## config.mk

```make
export PLATFORM = sky130hd
export DESIGN_NAME = abc_seq_driver
export DESIGN_NICKNAME = d
export VERILOG_FILES = /design/src/rtl/abc_seq_driver.sv
export SDC_FILE = /design/constraint.sdc
export NUM_CORES = 1
export LEC_CHECK = 0
export BUFFER_PORTS_ARGS = -buffer_cell sky130_fd_sc_hd__clkbuf_2
export CAP_MARGIN = 20
export CORE_MARGIN = 8
export CORE_UTILIZATION = 40
export DETAILED_ROUTE_END_ITERATION = 10
export SLEW_MARGIN = 20
export SYNTH_ARGS = -nofsm -noshare
export SYNTH_HDL_FRONTEND = slang
export SYNTH_SLANG_ARGS = --single-unit
export TNS_END_PERCENT = 1
```

## constraint.sdc

```tcl
create_clock -name clk -period 2.1 [get_ports clk]
set_input_delay 0.315 -clock clk [delete_from_list [all_inputs] [get_ports clk]]
set_output_delay 0.315 -clock clk [all_outputs]
set_load 0.02 [all_outputs]
```

## src/rtl/abc_seq_driver.sv

```systemverilog
// abc_seq_driver
//   Issues bursts of a -> b -> c stimulus pulses. Each sequence drives a, b
//   and c high for one cycle each, in consecutive cycles. An optional idle
//   gap separates consecutive sequences. A burst is requested with start
//   and runs for the number of sequences given by rpt. err_mode can
//   suppress either b or c to inject faults.
//
// Ports
//   clk       : clock, all state updates on its rising edge
//   rst_n     : asynchronous active-low reset
//   start     : burst request, accepted only while idle (and abort low)
//   rpt       : number of a/b/c sequences, sampled on accepted start
//   gap       : idle cycles between sequences, sampled on accepted start
//   err_mode  : 00/11 normal, 01 suppress b, 10 suppress c
//   abort     : terminates the burst immediately (no done pulse)
//   a, b, c   : stimulus outputs, decoded from the state register
//   busy      : high whenever the block is not idle
//   done      : one-cycle pulse when a burst completes normally
//   seq_cnt   : number of sequences completed in the current/last burst
module abc_seq_driver #(
  parameter int CNT_W = 8,
  parameter int GAP_W = 4
) (
  input  logic             clk,
  input  logic             rst_n,
  input  logic             start,
  input  logic [CNT_W-1:0] rpt,
  input  logic [GAP_W-1:0] gap,
  input  logic [1:0]       err_mode,
  input  logic             abort,
  output logic             a,
  output logic             b,
  output logic             c,
  output logic             busy,
  output logic             done,
  output logic [CNT_W-1:0] seq_cnt
);

  typedef enum logic [2:0] {
    IDLE = 3'd0,
    PH_A = 3'd1,
    PH_B = 3'd2,
    PH_C = 3'd3,
    GAP  = 3'd4,
    FIN  = 3'd5
  } state_t;

  state_t           state_reg, state_next;
  logic [CNT_W-1:0] rpt_reg, rpt_next;
  logic [GAP_W-1:0] gap_reg, gap_next;
  logic             sup_b_reg, sup_b_next;
  logic             sup_c_reg, sup_c_next;
  logic [GAP_W-1:0] gap_cnt_reg, gap_cnt_next;
  logic [CNT_W-1:0] seq_cnt_reg, seq_cnt_next;
  logic [CNT_W-1:0] seq_cnt_inc;

  // PH_C is only ever entered with seq_cnt < rpt (rpt >= 1), so this
  // increment can never wrap past the all-ones count.
  assign seq_cnt_inc = seq_cnt_reg + CNT_W'(1);

  always_ff @(posedge clk or negedge rst_n) begin
    if (!rst_n) begin
      state_reg   <= IDLE;
      rpt_reg     <= '0;
      gap_reg     <= '0;
      sup_b_reg   <= 1'b0;
      sup_c_reg   <= 1'b0;
      gap_cnt_reg <= '0;
      seq_cnt_reg <= '0;
    end else begin
      state_reg   <= state_next;
      rpt_reg     <= rpt_next;
      gap_reg     <= gap_next;
      sup_b_reg   <= sup_b_next;
      sup_c_reg   <= sup_c_next;
      gap_cnt_reg <= gap_cnt_next;
      seq_cnt_reg <= seq_cnt_next;
    end
  end

  always_comb begin
    state_next   = state_reg;
    rpt_next     = rpt_reg;
    gap_next     = gap_reg;
    sup_b_next   = sup_b_reg;
    sup_c_next   = sup_c_reg;
    gap_cnt_next = gap_cnt_reg;
    seq_cnt_next = seq_cnt_reg;

    case (state_reg)
      IDLE: begin
        if (start && !abort) begin
          rpt_next     = rpt;
          gap_next     = gap;
          // err_mode 11 decodes to neither suppression, i.e. normal.
          sup_b_next   = (err_mode == 2'b01);
          sup_c_next   = (err_mode == 2'b10);
          seq_cnt_next = '0;
          state_next   = (rpt != '0) ? PH_A : FIN;
        end
      end
      PH_A: state_next = PH_B;
      PH_B: state_next = PH_C;
      PH_C: begin
        seq_cnt_next = seq_cnt_inc;
        if (seq_cnt_inc == rpt_reg) begin
          state_next = FIN;
        end else if (gap_reg == '0) begin
          state_next = PH_A;
        end else begin
          // Count down remaining gap cycles; GAP exits when this hits zero.
          gap_cnt_next = gap_reg - GAP_W'(1);
          state_next   = GAP;
        end
      end
      GAP: begin
        if (gap_cnt_reg == '0) begin
          state_next = PH_A;
        end else begin
          gap_cnt_next = gap_cnt_reg - GAP_W'(1);
        end
      end
      FIN:     state_next = IDLE;
      default: state_next = IDLE;
    endcase

    // Abort overrides everything in an active burst: the count is frozen
    // (a sequence aborted in PH_C does not count) and no done is produced.
    if (abort && (state_reg != IDLE)) begin
      state_next   = IDLE;
      seq_cnt_next = seq_cnt_reg;
      gap_cnt_next = gap_cnt_reg;
    end
  end

  assign a       = (state_reg == PH_A);
  assign b       = (state_reg == PH_B) && !sup_b_reg;
  assign c       = (state_reg == PH_C) && !sup_c_reg;
  assign busy    = (state_reg != IDLE);
  assign done    = (state_reg == FIN);
  assign seq_cnt = seq_cnt_reg;

endmodule
```

==> out/summary.txt <==
Clock Path Buffers: 2
Post-layout nets: 225
# DRC: 0
Fraction of layout cells with a size suffix above 1: 40.8%
Largest net degree at the start of global routing: 30
First-pass GRT wire length: 6580 um
Vias: 1414
Final core occ: 51.3%
Cells after Synth: 165
Critical Path Fanout Max: 7
Number of routed nets with antenna violations: 0
Initial antenna violation count: 0
CTS Hold Buffers Added: 0
Peak supply drop: 0.559 mV
Sink Count: 29
Die area: 0.00658 sq mm
LEAKAGE: 0.928 nW
Syn_nets: 185
Via/cell ratio: 5.52
Min Tclk post-route: 2.04 ns
F_max: 489 MHz
Port bufs: 30
Commonest cells after routing, fill and taps aside: clkbuf_2 (30), dfrtp_1 (26), o21ai_0 (18)
Total power: 1.91 mW
Mean Syn Cell Area: 10.3 sq um
Outcome: completed
# setup viols final: 0
Hpwl dp: 3070 um
Cell Rows: 23
Part of the cycle the worst path needs: 97.3%
Fin area: 0.00207 sq mm
First DRT Iteration DRCs: 206
RePlAce Congestion: 0.859
Element type at the critical path end: register
CTS tree: built
Max-Cap Viols: 0
Area growth, synth to finish: 21.9%
Crit Path Class: reg -> reg
Final Skew: 0.00295 ns
Initial Util: 42.1%
Flops & latches, synth: 29
Yosys cell types: 46
CP required: 2.27 ns
CTS buffer count: 5
Slowest-stage cell, CP: dfrtp_1
Setup crit start kind: register
Worst hold margin: 0.0697 ns
Non-Filler Instances: 256
Hold crit path type: in -> async
DIE WIDTH: 81.1 um
Critical Path AT: 2.21 ns
Syn Std Cell Area: 0.00170 sq mm
Number of global-route vias before repair: 1422
GR Util All Layers: 12.9%
Clk_lat worst skew: 0.28 ns
Routed wire per std cell: 15.9 um
Clk root buf: clkbuf_8
Final Max Slew Viols: 0
Seq/Total Area, Yosys: 42.8%
Worst slew pin tran: 0.716 ns
Commonest non-fill, non-tap cell in the layout: clkbuf_2
Clock slew at reported path FFs: 0.06 ns
Final hold vios: 0
DP Area: 0.00191 sq mm
I/O pin cnt: 31
Biggest cell delay along the critical path: 0.39 ns
CTS HTree Levels: 2
Antenna diode count: 0
Headroom to the max-slew limit: 52.3%
Floorplan Core Area: 0.00403 sq mm
Pwr dens: 921 mW/mm^2
Die Y: 81.1 um
Synth Warn #: 0
Grt total ovfl: 0
Total Wirelength: 4080 um
DR pass1 iterations: 4
Inst Count DP: 245
Critical path cell sequence: ha_4 > nand3_2 > nor3_2 > o211ai_2 > o31ai_4 > buf_6 > mux2_2
==> cell type report <==
cell class              instances  area, sq um
clock buffers                   5         68.8
clock inverters                 3         17.5
fillers                       369         1960
inverters                       1         3.75
multi-input cells             125          935
flip-flops and latches         29          729
well taps                      50         62.6
repair buffers                 43          251
==> layer usage <==
| layer | vias to the layer above | track usage (%) | share of wire (%) |
|---|---|---|---|
| li1 | 690 | - | - |
| met1 | 671 | 16.2 | 47 |
| met2 | 46 | 20.0 | 45 |
| met3 | 7 | 3.53 | 5.7 |
| met4 | 0 | 6.61 | 1.9 |
| met5 | - | 0 | 0 |
==> logic make-up (layout without fill, tap and decap cells) <==
group	Yosys count	after routing	share of synthesized area (%)
and+or+nand+nor	58	58	20.2
adders and majority gates	2	2	1.47
AOI/OAI and AO/OA	40	40	16.2
muxes	15	15	9.81
buffers and inverters	11	52	4.42
DFF	29	29	42.8
xor gates and xnor gates	10	10	5.16
==> stage by stage <==
step / worst slack [ns] / setup TNS [ns]
finish: 0.0568 / 0
global route: -0.0390 / -0.0471
floorplan: 0.0184 / 0
detailed placement: -0.0179 / -0.0179
CTS: 0.00292 / 0
global placement: 0.0513 / 0
==> cells in the mapped netlist, drive strengths merged <==
cell     count  share of area (%)
nor3b        1               0.44
o21bai       1               0.44
and4         2                1.0
or2          2               0.74
dfrtp       29                 43
nor4         4                1.5
nor4b        2                1.0
a221o        1               0.59
nor2        10                2.2
nand2b       4                1.5
o22ai        1               0.74
and2         2               0.74
a31oi        5                1.8
and3b        1               0.59
o41ai        1               0.52
mux2        13                8.6
clkbuf       2               0.44
o31ai        2                1.7
a21oi        5                1.5
a22o         1               0.52
xnor2        5                2.6
xor2         5                2.6
inv          1               0.22
nand3        5                1.8
nand2        9                2.0
and3         4                1.5
or3b         1               0.52
or3          2               0.74
nor3         5                2.1
mux2i        2                1.2
a221oi       1               0.88
o21ai       18                5.3
o211ai       2                1.2
o21a         2               0.96
nand4bb      1               0.66
buf          8                3.8
ha           2                1.5
nand3b       2               0.88
nand4        1               0.37
==> timing repair <==
action / CTS / global route
endpoints found under the setup margin: 1 / 2
buffers inserted: 0 / 3
pin swaps: 1 / 4
resized for setup: 0 / 11
==> critical path: cells and delay by family, from the launching register on <==
family	cells	cell delay [ns]
and+or+nand+nor	2	0.37
muxes	1	0.32
adders and majority gates	1	0.19
DFF	1	0.39
AOI/OAI and AO/OA	2	0.50
buffers and inverters	1	0.16
==> path summary, 6_finish.rpt <==
| kind | startpoint | end | slack [ns] | cells after the start |
|---|---|---|---|---|
| setup / recovery | seq_cnt[1] | gap_cnt_reg[0] | 0.06 | 7 |
| hold / removal | rst_n | seq_cnt[5] | 0.07 | 1 |
| setup reg to reg | seq_cnt[1] | gap_cnt_reg[0] | 0.06 | 7 |
| hold reg to reg | sup_c_reg | sup_c_reg | 0.49 | 2 |
| max in group asynchronous | rst_n | state_reg[1] | 1.52 | 1 |
| min in group clk | gap[0] | gap_reg[0] | 0.26 | 2 |
==> report_power, final <==
part / switching [mW] / internal (mW) / total [mW]
logic: 0.312 / 0.294 / 0.606
registers: 0.140 / 0.710 / 0.850
clock network: 0.221 / 0.228 / 0.449
total: 0.673 / 1.23 / 1.91
Power figures use the tool's default switching activity.
